## src/rtl/obstacle_pkg.sv

```systemverilog
// Shared constants, FSM state type and LFSR parameters for the obstacle spawner.
package obstacle_pkg;

    localparam int unsigned OBS_SMALL = 0;
    localparam int unsigned OBS_BIG   = 1;
    localparam int unsigned OBS_BIRD  = 2;
    localparam int unsigned NUM_OBS   = 3;

    localparam int unsigned LFSR_W = 16;
    localparam logic [LFSR_W-1:0] LFSR_TAPS = 16'hB400;

    localparam int unsigned GAP_W = 10;
    localparam int unsigned CNT_W = 16;

    typedef enum logic [1:0] {
        IDLE,
        GAP,
        PICK,
        FIRE
    } state_t;

    typedef logic [NUM_OBS-1:0] obs_vec_t;

endpackage

```

## src/rtl/obstacle_lfsr.sv

```systemverilog
// 16-bit Galois LFSR used as the spawn randomness source; holds when adv is low.
module obstacle_lfsr
    import obstacle_pkg::*;
(
    input  logic              clk,
    input  logic              rst,
    input  logic              adv,
    input  logic [LFSR_W-1:0] seed,
    output logic [LFSR_W-1:0] q
);

    always_ff @(posedge clk) begin
        if (rst) begin
            q <= seed;
        end else if (adv) begin
            q <= q[0] ? ((q >> 1) ^ LFSR_TAPS) : (q >> 1);
        end
    end

endmodule

```

## src/rtl/obstacle_scheduler.sv

```systemverilog
// Decides when and which obstacle to spawn: gap counting in column steps,
// randomised type choice with fallback to free obstacles, one-clk start pulses.
module obstacle_scheduler
    import obstacle_pkg::*;
#(
    parameter int unsigned       MIN_GAP   = 160,
    parameter logic [LFSR_W-1:0] LFSR_SEED = 16'hACE1
) (
    input  logic             clk,
    input  logic             rst,
    input  logic             en,
    input  logic             step,
    input  logic [1:0]       difficulty,
    input  logic [NUM_OBS-1:0] finish,
    output logic [NUM_OBS-1:0] start,
    output logic [CNT_W-1:0] spawn_cnt
);

    state_t            state;
    logic [GAP_W-1:0]  gap_cnt;
    logic [GAP_W-1:0]  gap_reload;
    logic [LFSR_W-1:0] lfsr;
    obs_vec_t          inflight;
    obs_vec_t          finish_prev;
    obs_vec_t          finish_rise;
    obs_vec_t          free_obs;
    obs_vec_t          sel_onehot;
    logic [1:0]        cand;
    logic [1:0]        sel;
    logic [2:0]        idx;
    logic              found;
    logic              unused_lfsr_bits;

    obstacle_lfsr u_lfsr (
        .clk  (clk),
        .rst  (rst),
        .adv  (en),
        .seed (LFSR_SEED),
        .q    (lfsr)
    );

    assign unused_lfsr_bits = ^{lfsr[15:10], lfsr[7]};
    assign finish_rise      = finish & ~finish_prev;
    assign free_obs         = finish & ~inflight;
    assign gap_reload       = GAP_W'(MIN_GAP) + GAP_W'(lfsr[6:0]) - GAP_W'({difficulty, 5'b00000});

    // Candidate from the LFSR, then rotate through the remaining types until a free one is found.
    always_comb begin
        cand  = lfsr[9:8];
        found = 1'b0;
        sel   = 2'd0;
        idx   = 3'd0;
        if (cand == 2'd3) begin
            cand = 2'd0;
        end
        if ((difficulty == 2'd0) && (cand == 2'(OBS_BIRD))) begin
            cand = 2'(OBS_BIG);
        end
        for (int unsigned k = 0; k < NUM_OBS; k++) begin
            idx = 3'(cand) + 3'(k);
            if (idx >= 3'(NUM_OBS)) begin
                idx = idx - 3'(NUM_OBS);
            end
            if (!found && free_obs[idx[1:0]] &&
                !((difficulty == 2'd0) && (idx == 3'(OBS_BIRD)))) begin
                found = 1'b1;
                sel   = idx[1:0];
            end
        end
        sel_onehot = obs_vec_t'(1) << sel;
    end

    // Spawn FSM; the spawn bookkeeping happens on the same edge that raises start.
    always_ff @(posedge clk) begin
        if (rst) begin
            state       <= IDLE;
            start       <= '0;
            spawn_cnt   <= '0;
            inflight    <= '0;
            gap_cnt     <= '0;
            finish_prev <= '1;
        end else begin
            start <= '0;
            if (!en) begin
                state <= IDLE;
            end else begin
                finish_prev <= finish;
                inflight    <= inflight & ~finish_rise;
                case (state)
                    IDLE: begin
                        gap_cnt <= GAP_W'(MIN_GAP);
                        state   <= GAP;
                    end
                    GAP: begin
                        if (step) begin
                            gap_cnt <= gap_cnt - GAP_W'(1);
                            if (gap_cnt <= GAP_W'(1)) begin
                                state <= PICK;
                            end
                        end
                    end
                    PICK: begin
                        if (found) begin
                            start    <= sel_onehot;
                            inflight <= (inflight & ~finish_rise) | sel_onehot;
                            gap_cnt  <= gap_reload;
                            state    <= FIRE;
                            if (spawn_cnt != '1) begin
                                spawn_cnt <= spawn_cnt + CNT_W'(1);
                            end
                        end
                    end
                    FIRE: begin
                        state <= GAP;
                    end
                    default: begin
                        state <= IDLE;
                    end
                endcase
            end
        end
    end

endmodule

```

## config.mk

```make
export PLATFORM = sky130hd
export DESIGN_NAME = obstacle_scheduler
export DESIGN_NICKNAME = d
export VERILOG_FILES = /design/src/rtl/obstacle_pkg.sv /design/src/rtl/obstacle_lfsr.sv /design/src/rtl/obstacle_scheduler.sv
export SDC_FILE = /design/constraint.sdc
export NUM_CORES = 1
export LEC_CHECK = 0
export ABC_CLOCK_PERIOD_IN_PS = 6600
export BUFFER_PORTS_ARGS = -buffer_cell sky130_fd_sc_hd__buf_2
export CORE_ASPECT_RATIO = 0.6
export CORE_UTILIZATION = 55
export CTS_CLUSTER_SIZE = 28
export DETAILED_ROUTE_END_ITERATION = 10
export HOLD_SLACK_MARGIN = 0.1
export PLACE_DENSITY = 0.72
export SLEW_MARGIN = 20
export SYNTH_ARGS = -nofsm -noshare
export SYNTH_HDL_FRONTEND = slang
export SYNTH_SLANG_ARGS = --single-unit
```

## constraint.sdc

```tcl
create_clock -name clk -period 6.6 [get_ports clk]
set_clock_uncertainty 0.2 [all_clocks]
set_input_delay 0.66 -clock clk [delete_from_list [all_inputs] [get_ports clk]]
set_output_delay 0.66 -clock clk [all_outputs]
set_load 0.02 [all_outputs]
```

Word level (Yosys, flattened, before mapping)
Index checks and enable logic that the tools add are counted.
{"block": "op_classes", "n_addsub": 9, "mul": 0, "n_div": 0, "order_cmp": 7, "eq_ne": 12, "shift": 1, "n_mux": 27, "n_bitwise": 11, "n_reduce_logical": 23}
{"cell": "$pmux 10 s3", "n": 1}
{"cell": "$mux 10", "n": 2}
{"cell": "$add 16x1->16 const B", "n": 1}
{"cell": "$mux 16", "n": 1}
{"cell": "$mux 2", "n": 8}
{"cell": "$ne 16x16->1 const B", "n": 1}
{"cell": "$mux 3", "n": 5}
{"cell": "$le 10x1->1 const B", "n": 1}
{"cell": "$sub 10x1->10 const B", "n": 1}
{"cell": "$sub 9x7->10", "n": 1}
{"cell": "$add 8x7->9 const A", "n": 1}
{"cell": "$and 3x3->3", "n": 3}
{"cell": "$eq 3x2->1 const B", "n": 3}
{"cell": "$logic_and 1x1->1", "n": 9}
{"cell": "$lt 2x3->1 const B", "n": 3}
{"cell": "$not 3->3", "n": 3}
{"cell": "$eq 2x2->1 const B", "n": 4}
{"cell": "$reduce_and 4->1", "n": 2}
{"cell": "$bmux 1 s2", "n": 3}
{"cell": "$ge 3x2->1 const B", "n": 2}
{"cell": "$mux 1", "n": 6}
{"cell": "$ne 2x2->1 const B", "n": 3}
{"cell": "$pmux 2 s3", "n": 1}
{"cell": "$sub 3x2->3 const B", "n": 2}
{"cell": "other kinds (15)", "n": 23}
{"block": "word_totals", "regBits": 53, "latchBits": 0, "ram_bits": 0, "rom_bits": 0, "output_inout_bits": 19, "elab_cells": 97, "mem_count": 0}

Depth between registers and ports, before layout
Gate-level depths: netlist of run 1.
{"block": "logic_depth", "depth_word": 24, "depth_mapped": 9, "ltp_nobuf": 9}

By module
Synthesis of run 1 repeated with hierarchy kept, for this count alone.
{"block": "hier_totals", "hier_cells": 353, "hier_area_um2": 3278.1}
{"module": "obstacle_scheduler", "instances": 1, "cells_per_inst": 312, "area_each_um2": 2521.2, "seq_area_each_um2": 740.7}
{"module": "obstacle_lfsr", "instances": 1, "cells_per_inst": 41, "area_each_um2": 757.0, "seq_area_each_um2": 480.5}

Worst setup path after synthesis of run 1
No wires, ideal clock.
{"block": "synth_path", "path_kind": "input port to flip-flop", "start": "in difficulty[1]", "end": "reg gap_cnt[7]", "setup_time_ns": 0.134, "arrival_ns": 2.055, "required_time_ns": 6.266, "slack_ns": 4.211, "cell_stages": 8, "n_path_buf": 0, "path_cell_list": "inv_1 ha_1 ha_1 a21o_1 a31oi_1 xnor2_1 a221oi_1 a211oi_1"}
{"block": "synth_via", "elab_chain_cells": 20, "word_cells_on_any_way": 44, "classes_between": "6 x add/sub; 3 x order compare; 4 x eq/ne; 15 x mux; 16 x reduce/logical"}
{"item": "from (decl)", "line_no": "obstacle_scheduler.sv:13", "source": "input logic [1:0] difficulty,"}
{"item": "branches (longest 20 deep; another with $add 2x1->3)"}
{"item": "to (signal assigned)", "line_no": "obstacle_scheduler.sv:91", "source": "gap_cnt <= GAP_W'(MIN_GAP);"}
{"item": "to (signal assigned)", "line_no": "obstacle_scheduler.sv:96", "source": "gap_cnt <= gap_cnt - GAP_W'(1);"}
{"item": "to (signal assigned)", "line_no": "obstacle_scheduler.sv:106", "source": "gap_cnt <= gap_reload;"}
{"item": "to (decl)", "line_no": "obstacle_scheduler.sv:20", "source": "logic [GAP_W-1:0] gap_cnt;"}
Parallel ways; which one is timed is not known. The select of a mux whose other input is x is not followed.
A chain may end at the register's enable or synchronous reset.

Worst setup path after layout of run 1
{"block": "layout_path", "start": "reg u_lfsr.q[9]", "end": "reg gap_cnt[6]"}
{"block": "layout_via", "elab_chain_cells": 22, "word_cells_on_any_way": 43, "classes_between": "5 x add/sub; 3 x order compare; 6 x eq/ne; 14 x mux; 15 x reduce/logical"}
{"item": "from (decl)", "line_no": "obstacle_lfsr.sv:9", "source": "output logic [LFSR_W-1:0] q"}
{"item": "from (signal assigned)", "line_no": "obstacle_lfsr.sv:16", "source": "q <= q[0] ? ((q >> 1) ^ LFSR_TAPS) : (q >> 1);"}
{"item": "$eq 2x2->1", "line_no": "obstacle_scheduler.sv:53", "source": "if (cand == 2'd3) begin"}
{"item": "$mux 2 *", "line_no": "obstacle_scheduler.sv:53"}
{"item": "$eq 2x2->1", "line_no": "obstacle_scheduler.sv:56", "source": "if ((difficulty == 2'd0) && (cand == 2'(OBS_BIRD))) begin"}
{"item": "$logic_and 1x1->1", "line_no": "obstacle_scheduler.sv:56"}
{"item": "$mux 2 *", "line_no": "obstacle_scheduler.sv:56"}
{"item": "branches (longest 14 deep; another with $add 2x1->3)"}
{"item": "$mux 1 *", "line_no": "obstacle_scheduler.sv:64", "source": "if (!found && free_obs[idx[1:0]] &&"}
{"item": "$ne 2x2->1 (no source line) *"}
{"item": "$reduce_and 4->1 (no source line) *"}
Mark *: on every way between the ends. The select of a mux whose other input is x is not followed.

==> reports/metrics.cfg, run 1 <==
[status]
outcome = finished clean

[floorplanning]
start_util_pct = 58.2
ios = 28
dieWidth_um = 97.1
fp-row-count = 20
die_y_um = 59.1
core-area_um2 = 5130
design.die.area_um2 = 5740

[grt]
grt_pass1_wl_mm = 10.7
antenna_found_initial = 0
overflow = 0
track_usage_pct = 23.6
grt_pass1_vias = 2187
grt_max_degree = 40

[setup_path]
cp.arrival_ns = 3.19
path_class = reg2reg
endpoint_kind = flip-flop
cp_max_fo = 16
cp.required_ns = 6.63
start_kind = flip-flop

[sta]
setup_tns_ns = 0
hold_viol = 0
rsz0062_at_grt = false
worst_pin_slew_ns = 1.02
slew_headroom_pct = 31.4
fin_crit_sh_pct = 47.8
layout_min_cycle_time_ns = 3.15
fmax_mhz = 317
setup_violations = 0
drv_slew = 0

[yosys]
yosysTopAreaCellShare_pct = 35.5
synthTopCellsByArea = dfxtp_1 (36%), ha_1 (7.5%), mux2i_1 (5.4%)
synthesis.nets = 381
async_reset_ff_share_pct = 0
avgSynthCellArea_um2 = 8.44
synth_largest_area_cell = dfxtp_1
synth_flop_cell = dfxtp_1
synth_edf_count = 0
yosys_warnings = 0
yosysSeqAreaShare_pct = 35.5
synth_area_um2 = 2990
ys_seq_elements = 53
synthDistinctLibCells = 55
syn_inst = 354

[clock_network]
postCtsSetupBuffers = 0
numCtsBuffers = 5
cts_sinks = 53
cts_root_buf = clkbuf_8
clk_latency_ns = 0.31
cts_tree = done
clockBufferDepth = 2
holdBufCountCts = 0
clk_pin_slew_ns = 0.10
cts_resized = 0
cts.htree.levels = 2

[cells_and_area]
multi_input_area_um2 = 1770
syn_to_final_growth_pct = 8.42
fillerInstances = 475
antenna_cells_inserted = 0
drive_gt1_share_pct = 11.5
finalNonFillerCells = 439
layout.nets = 399
mostFrequentLayoutCells = dfxtp_1 (53), nand2_1 (33), nor2_1 (29)
ff_latch_area_um2 = 1060
final_common_cell = dfxtp_1

[placed_design]
hpwl_mm = 4.49
io_buffers = 27
gp_congestion = 0.796
dp_cells = 431

[detailed_routing]
via_count = 2527
drc = 0
drtPass1Iterations = 4
drt_iter0_drc = 118
viasPerCell = 5.76
routed_wl_mm = 6.44
drt.antenna.violating_nets = 0
wl_per_cell_um = 14.7

[worst_hold_path]
hold_class = reg2reg

[flow_run]
maxCapViolCount = 0

[power_and_ir_drop]
powerDensity_nw_per_um2 = 212
leakage_nw = 1.34
ir_drop_mv = 0.103

==> through the flow <==
stage / cell area (µm²) / hold slack (ns) / power, mW / util (%) / worst slack [ns]
floorplan: 2990 / 0.232 / 0.443 / - / 4.21
global placement: 3130 / 0.249 / 0.464 / 61.0 / 3.51
detailed placement: 3130 / 0.248 / 0.467 / 61.0 / 3.45
CTS: 3240 / 0.261 / 0.690 / 63.1 / 3.48
global route: 3240 / 0.287 / 0.722 / 63.1 / 3.12
finish: 3240 / 0.261 / 0.688 / 63.1 / 3.45
==> state kept, by name, summed over array words and instances (netlist names) <==
| register | cells |
|---|---|
| start | 3 |
| u_lfsr.q | 16 |
| gap_cnt | 10 |
| inflight | 3 |
| state | 2 |
| spawn_cnt | 16 |
| finish_prev | 3 |
==> critical path, cell delays in order, from the launching register on <==
cell and delay, ns:
dfxtp_1 0.43, inv_1 0.07, ha_1 0.22, xnor2_1 0.21, a221oi_1 0.13, a211oi_2 0.86, o21bai_2 0.36, or3_1 0.43
a31oi_1 0.16
==> where the power goes <==
part | internal, mW | switching, mW | total [mW]
Clock | 0.114 | 0.111 | 0.225
Sequential | 0.331 | 0.0113 | 0.343
Combinational | 0.0476 | 0.0726 | 0.120
==> cells by family (layout without fill, tap and decap cells) <==
logic type               after synthesis  after routing  share of synthesized area (%)
AO/OA/AOI/OAI                         75             75                           16.4
XOR/XNOR                              18             18                           5.28
flip-flops                            53             53                           35.5
buffers and inverters                 37             56                           5.24
AND/OR/NAND/NOR                      137            137                           24.6
multiplexers                          16             16                           5.36
adder cells (fa/ha/maj)               18             18                           7.54
==> synthesized netlist by cell type (all sizes together), types with 9 or more instances <==
cell and instances:
nand3 9, ha 18, nor3 11, mux2i 16
dfxtp 53, xnor2 9, o21ai 14, nand2 33
clkbuf 9, a21oi 23, nor2 29, xor2 9
inv 21
==> worst paths after layout <==
path / cells past startpoint / slack [ns] / start / endpoint
hold / removal: 2 / 0.26 / inflight[1] / inflight[1]
hold reg to reg: 2 / 0.26 / inflight[1] / inflight[1]
setup / recovery: 8 / 3.45 / u_lfsr.q[9] / gap_cnt[6]
setup reg to reg: 8 / 3.45 / u_lfsr.q[9] / gap_cnt[6]
==> layer usage <==
| metal | part of all wire (%) | vias up | track usage, % |
|---|---|---|---|
| met3 | 3.6 | 9 | 4.36 |
| met2 | 40 | 42 | 33.3 |
| li1 | - | 1298 | - |
| met1 | 55 | 1178 | 36.4 |
| met4 | 1.0 | 0 | 6.40 |
| met5 | 0 | - | 0 |
==> area by class of cell <==
class                           count  area share [%]
Multi-Input combinational cell    264            54.6
Sequential cell                    53            32.8
Timing Repair Buffer               27            4.17
Tap cell                           66            2.55
Inverter                           21            2.43
Clock buffer                        6            2.24
Clock inverter                      2            1.20
Note: power is estimated with default switching activity, not from simulation.
==> inputs of run 2 (changes only) <==
Settings changed: ABC_AREA set to 1, ABC_CLOCK_PERIOD_IN_PS 6600 to 2900, CORE_UTILIZATION 55 to 54, PLACE_DENSITY 0.72 to 0.73.
Clock period 6.6 ns to 2.9 ns, I/O delays scaled along.
==> run 2 against run 1 <==
Worst setup slack worse by 3.0 ns. Maximum frequency up 31%. Register-to-register slack worse by 3.0 ns. First-iteration DRC count up 140%. Worst hold slack worse by 0.046 ns. Synthesized area up 15%. Flip-flop and latch count unchanged. Utilization down 1.9 points. Sequential power up 130%. Critical path type unchanged. Critical endpoint is now gap_cnt[5].
==> reports/metrics.cfg, run 2 <==
[power_and_ir_drop]
ir_drop_mv = 0.224  ; +120%
leakage_nw = 1.68  ; +25%
powerDensity_nw_per_um2 = 420  ; +98%

[yosys]
synth_xor_area_share_pct = 4.34  ; -0.94 points
synth_flop_cell = dfxtp_1
yosysSeqAreaShare_pct = 30.9  ; -4.6 points
synth_area_um2 = 3430  ; +15%
synth_top_family_by_area = simple AND/OR/NAND/NOR gates
muxShareOfSynthArea_pct = 0  ; -5.4 points
synth_fa_ha_area_share_pct = 6.57  ; -0.97 points
synthesis.nets = 523  ; +37%
async_reset_ff_share_pct = 0  ; unchanged
yosysTopAreaCellShare_pct = 30.9  ; -4.6 points
synth_largest_area_cell = dfxtp_1
synth.most_common_cell = nand2_1
syn_inst = 496  ; +40%
synth-compound-area-share_pct = 13.5  ; -3.0 points
yosys_warnings = 0  ; unchanged
synth-simple-area-share_pct = 35.9  ; +11 points
ys_seq_elements = 53  ; unchanged
synthDistinctLibCells = 37  ; -33%
avgSynthCellArea_um2 = 6.91  ; -18%
synthTopCellsByArea = dfxtp_1 (31%), nand2_1 (12%), nand3_1 (7.9%)
synth_edf_count = 0  ; unchanged
ys_top_cells_by_count = nand2_1 (111), inv_1 (57), nand3_1 (54), dfxtp_1 (53), nor2_1 (48)

[clock_network]
cts_sinks = 53  ; unchanged
cts.htree.levels = 2  ; unchanged
numCtsBuffers = 5  ; unchanged
cts_resized = 0  ; unchanged
clk_latency_ns = 0.31  ; about the same
cts_tree = done
cts_root_buf = clkbuf_8
clk_pin_slew_ns = 0.10  ; about the same
clockBufferDepth = 2  ; unchanged
postCtsSetupBuffers = 0  ; unchanged

[grt]
grt_pass1_wl_mm = 14.1  ; +31%
overflow = 0  ; unchanged
grt_max_degree = 33  ; -18%
antenna_found_initial = 0  ; unchanged
track_usage_pct = 26.4  ; +2.8 points
grt_pass1_vias = 2942  ; +35%

[floorplanning]
ios = 28  ; unchanged
die_y_um = 63.7  ; +7.9%
fp-row-count = 22  ; +10%
start_util_pct = 56.1  ; -2.1 points
design.die.area_um2 = 6680  ; +16%
dieWidth_um = 105  ; +8.0%
core-area_um2 = 6110  ; +19%

[setup_path]
cp.arrival_ns = 2.42  ; -0.77 ns
endpoint_kind = flip-flop
cp_max_fo = 11  ; -5
r2r_end = gap_cnt[5]
timing.rr.start = u_lfsr.q[8]
path_class = reg2reg
cp.required_ns = 2.91  ; -3.72 ns
reg2reg_slack_ns = 0.49  ; -2.96 ns
start_kind = flip-flop
worstRegToRegCells = 14  ; +6

[placed_design]
gp_congestion = 0.995  ; +25%
hpwl_mm = 6.12  ; +36%
dp_cells = 596  ; +38%
io_buffers = 27  ; unchanged

[worst_hold_path]
worstHoldPathCells = 3  ; +1
hold_class = in2reg
min_to = u_lfsr.q[9]
hp-start = en

[detailed_routing]
routed_wl_mm = 8.38  ; +30%
dr.max_layer_used = met4
viasPerCell = 5.45  ; -5.3%
drtPass1Iterations = 5  ; +1
routed-wl-met2_mm = 3.34  ; +30%
m1WireLength_mm = 4.38  ; +22%
drc = 0  ; unchanged
via_count = 3304  ; +31%
drt_iter0_drc = 279  ; +140%
drt.antenna.violating_nets = 0  ; unchanged
wl_per_cell_um = 13.8  ; -5.8%
wl_met3_um = 602  ; +160%

[cells_and_area]
syn_to_final_growth_pct = 9.01
final_common_cell = nand2_1
multi_input_area_um2 = 2070  ; +17%
ff_latch_area_um2 = 1060  ; unchanged
top_regs = spawn_cnt (16), u_lfsr.q (16), gap_cnt (10)
layout.nets = 549  ; +38%
fillerInstances = 601  ; +27%
mostFrequentLayoutCells = nand2_1 (111), inv_1 (57), nand3_1 (54)
finalNonFillerCells = 606  ; +38%
drive_gt1_share_pct = 15.1  ; +3.6 points
antenna_cells_inserted = 0  ; unchanged
utilization_pct = 61.2  ; -1.9 points

[sta]
layout_min_cycle_time_ns = 2.41  ; -0.740 ns
worst_pin_slew_ns = 0.562  ; -0.458 ns
drv_slew = 0  ; unchanged
rsz0062_at_grt = false
hold_viol = 0  ; unchanged
fin_crit_sh_pct = 83.2  ; +35 points
slew_headroom_pct = 62.3  ; +31 points
setup_tns_ns = 0  ; unchanged
fmax_mhz = 415  ; +31%
hold_ws_ns = 0.215  ; -0.0462 ns
setup_violations = 0  ; unchanged

[flow_run]
maxCapViolCount = 0  ; unchanged

[status]
outcome = finished clean

## run 2: cell types whose count changed in the layout (fill, tap and decap cells not counted), moves of 11 or more
| cell | before | now |
|---|---|---|
| nand3_1 | 8 | 54 |
| nand2_1 | 33 | 111 |
| a21oi_1 | 23 | 36 |
| nor2_1 | 29 | 48 |
| nand3_2 | 0 | 11 |
| mux2i_1 | 16 | 0 |
| inv_1 | 21 | 57 |
## run 2: routing by layer
layer / vias to the layer above / global-route usage (%)
met4: 0 / 6.16
met3: 6 / 5.41
met5: - / 0
met2: 125 / 38.0
met1: 1505 / 40.0
li1: 1668 / -
## run 2: through the flow
stage	setup slack, ns	power, mW	instance area (µm²)
after floorplan	0.822	1.06	3430
after global placement	0.663	1.13	3620
after detailed placement	0.562	1.14	3620
after CTS	0.542	1.57	3740
after global routing	0.315	1.66	3740
final	0.488	1.57	3740
## run 2: cell families (layout without fill, tap and decap cells)
kind of cell	Yosys count	in the layout
simple gates	254	254
compound gates	79	79
buf+inv	75	101
flops	53	53
fa+ha+maj	18	18
xor+xnor	17	17
## run 2: worst max-delay path by stage
stage,startpoint,to,slack (ns),cells past startpoint
after floorplan,spawn_cnt[0],spawn_cnt[5],0.82,9
after global placement,difficulty[1],gap_cnt[7],0.66,13
after detailed placement,u_lfsr.q[8],gap_cnt[5],0.56,14
after CTS,u_lfsr.q[8],gap_cnt[3],0.54,13
after global routing,u_lfsr.q[9],gap_cnt[3],0.32,13
final,u_lfsr.q[8],gap_cnt[5],0.49,14
## run 2: timing repair
item / 4_1_cts / 5_1_grt
setup endpoints to repair: 0 / 0
hold buffers: 3 / 0
hold endpoints to repair: 3 / 0
## run 2: where the power goes
part	leakage [nW]	switching, mW	internal (mW)
Clock	0.0443	0.243	0.190
Combinational	1.20	0.235	0.121
Sequential	0.433	0.0255	0.756
## run 2: area by class of cell
class	count	area share, %
clock buffer	7	2.31
inverter	60	6.02
multi-input combinational	368	55.3
sequential	53	28.4
tap	84	2.81
timing repair buffer	34	5.22
## run 2: worst max-delay path, cell delays in order, from the launching register on
cell	delay, ns
dfxtp_1	0.36
inv_1	0.08
ha_1	0.36
inv_1	0.15
nand2_1	0.07
nand2_1	0.06
nand2_1	0.05
nand2_1	0.09
nand2_2	0.11
nor2_8	0.14
nand2_2	0.18
nand2_2	0.24
nand2_1	0.09
nand2_1	0.07
nor2_1	0.06
==> inputs of run 3 (changes only) <==
Settings changed: ABC_AREA 1 to 0, ABC_CLOCK_PERIOD_IN_PS 2900 to 2500, CORE_UTILIZATION 54 to 55, PLACE_DENSITY 0.73 to 0.72.
Clock period 2.9 ns to 2.5 ns, I/O delays scaled along.
==> run 3 against run 2 <==
Wire length shrank 19%. Count of clock-buffer cells in the layout shrank 2. Power grew 19%. Die area shrank 14%. Combinational power grew 3%. Critical endpoint is now gap_cnt[2].
==> reports/metrics.cfg, run 3 (synthesis gave the netlist of run 1 again) <==
[setup_path]
cp.arrival_ns = 2.45  ; +0.03 ns
slowest_stage = dfxtp_2
timing.rr.start = u_lfsr.q[9]
path_cells = inv_1 > ha_1 > xnor2_2 > nor4b_1 > a211oi_2 > buf_6 > o21bai_2 > buf_4 > or3_1 > a21oi_1
reg2reg_slack_ns = 0.09  ; -0.40 ns
path_class = reg2reg
startpoint = u_lfsr.q[9]
start_kind = flip-flop
r2r_end = gap_cnt[2]
max_stage_delay_ns = 0.38  ; +0.02 ns
path_buf_inv = 3  ; +1
cp_max_fo = 11  ; unchanged
cp.required_ns = 2.54  ; -0.37 ns
cpLargestDelayFamily = simple AND/OR/NAND/NOR gates
endpoint_kind = flip-flop
path_depth = 10  ; -4
worstRegToRegCells = 10  ; -4

[cells_and_area]
drive_gt1_share_pct = 17.0  ; +1.9 points
finalNonFillerCells = 459  ; -24%
top_regs = spawn_cnt (16), u_lfsr.q (16), gap_cnt (10)
layout.nets = 419  ; -24%
syn_to_final_growth_pct = 14.6
stdcell_area_um2 = 3420  ; -8.5%
antenna_cells_inserted = 0  ; unchanged
final_common_cell = dfxtp_1
mostFrequentLayoutCells = dfxtp_1 (51), nand2_1 (33), nor2_1 (29)
utilization_pct = 66.7  ; +5.5 points

[sta]
layout_min_cycle_time_ns = 2.41  ; -0.00419 ns
fmax_mhz = 415  ; +0.17%
worst_pin_slew_ns = 0.441  ; -0.121 ns
setup_tns_ns = 0  ; unchanged
drv_slew = 0  ; unchanged
fin_ws_ns = 0.0921  ; -0.396 ns
slew_headroom_pct = 70.6  ; +8.3 points
fin_crit_sh_pct = 96.3  ; +13 points
setup_violations = 0  ; unchanged
hold_viol = 0  ; unchanged
hold_ws_ns = 0.153  ; -0.0620 ns

[grt]
track_usage_pct = 23.4  ; -3.0 points
antenna_found_initial = 0  ; unchanged
grt_max_degree = 27  ; -18%
grt_pass1_wl_mm = 10.8  ; -23%
grt_pass1_vias = 2249  ; -24%
overflow = 0  ; unchanged

[flow_run]
maxCapViolCount = 0  ; unchanged

[worst_hold_path]
worstHoldPathCells = 2  ; -1
hp-start = rst
hold_class = in2reg
min_to = u_lfsr.q[8]

[clock_network]
cts_tree = done
clk_pin_slew_ns = 0.11  ; about the same
clk_latency_ns = 0.31  ; about the same
numCtsBuffers = 5  ; unchanged
clockBufferDepth = 2  ; unchanged
cts_root_buf = clkbuf_8
cts.htree.levels = 2  ; unchanged
cts_sinks = 53  ; unchanged

[detailed_routing]
viasPerCell = 5.66  ; +3.9%
drt.antenna.violating_nets = 0  ; unchanged
drc = 0  ; unchanged
routed_wl_mm = 6.79  ; -19%
drt_iter0_drc = 125  ; -55%
wl_per_cell_um = 14.8  ; +7.1%
via_count = 2600  ; -21%
drtPass1Iterations = 5  ; unchanged

[status]
outcome = finished clean

[floorplanning]
fp-row-count = 20  ; -9.1%
start_util_pct = 58.2  ; +2.1 points
design.die.area_um2 = 5740  ; -14%
dieWidth_um = 97.1  ; -7.4%
core-area_um2 = 5130  ; -16%
ios = 28  ; unchanged
die_y_um = 59.1  ; -7.3%

[placed_design]
post_dp_cell_area_um2 = 3230  ; -11%
gp_congestion = 0.911  ; -8.4%
pre_cts_ws_ns = 0.0603  ; -0.502 ns
io_buffers = 27  ; unchanged
hpwl_mm = 4.76  ; -22%
dp_cells = 445  ; -25%

[power_and_ir_drop]
powerDensity_nw_per_um2 = 547  ; +30%
finalPower_mw = 1.87  ; +19%
leakage_nw = 1.44  ; -14%
ir_drop_mv = 0.324  ; +45%

## run 3: final cells by class
class,count,area (µm²)
Multi-Input combinational cell,264,1790
Fill cell,428,1710
Sequential cell,53,1060
Timing Repair Buffer,47,294
Tap cell,66,82.6
Inverter,21,78.8
Clock buffer,5,68.8
Clock inverter,3,43.8
## run 3: worst max-delay path by stage
stage and endpoint:
6_report gap_cnt[2], 5_1_grt gap_cnt[2], 2_1_floorplan spawn_cnt[5], 3_5_place_dp gap_cnt[2], 3_3_place_gp gap_cnt[6], 4_1_cts gap_cnt[2]
## run 3: worst register-to-register path: cells and delay by family, from the launching register on
| family | cells | cell delay [ns] |
|---|---|---|
| adders and majority gates | 1 | 0.24 |
| buffers and inverters | 3 | 0.41 |
| AOI/OAI and AO/OA | 3 | 0.44 |
| xor gates and xnor gates | 1 | 0.16 |
| DFF | 1 | 0.38 |
| and+or+nand+nor | 2 | 0.51 |
## run 3: timing repair
action                     4_1_cts  5_1_grt
hold endpoints to repair         4        0
setup buffers                    0        2
hold buffers                     3        0
gates resized for setup          0        7
setup endpoints to repair        0       19
## run 3: where the power goes
group,total [mW],internal [mW],switching (mW)
clock,0.601,0.301,0.300
combinational,0.366,0.166,0.201
sequential,0.906,0.876,0.0301
## run 3: layer usage
metal / vias up / track usage (%) / wire length (µm)
li1: 1330 / - / -
met1: 1189 / 35.6 / 3650
met2: 79 / 35.2 / 2760
met3: 2 / 4.72 / 382
met4: 0 / 2.56 / 6
met5: - / 0 / 0
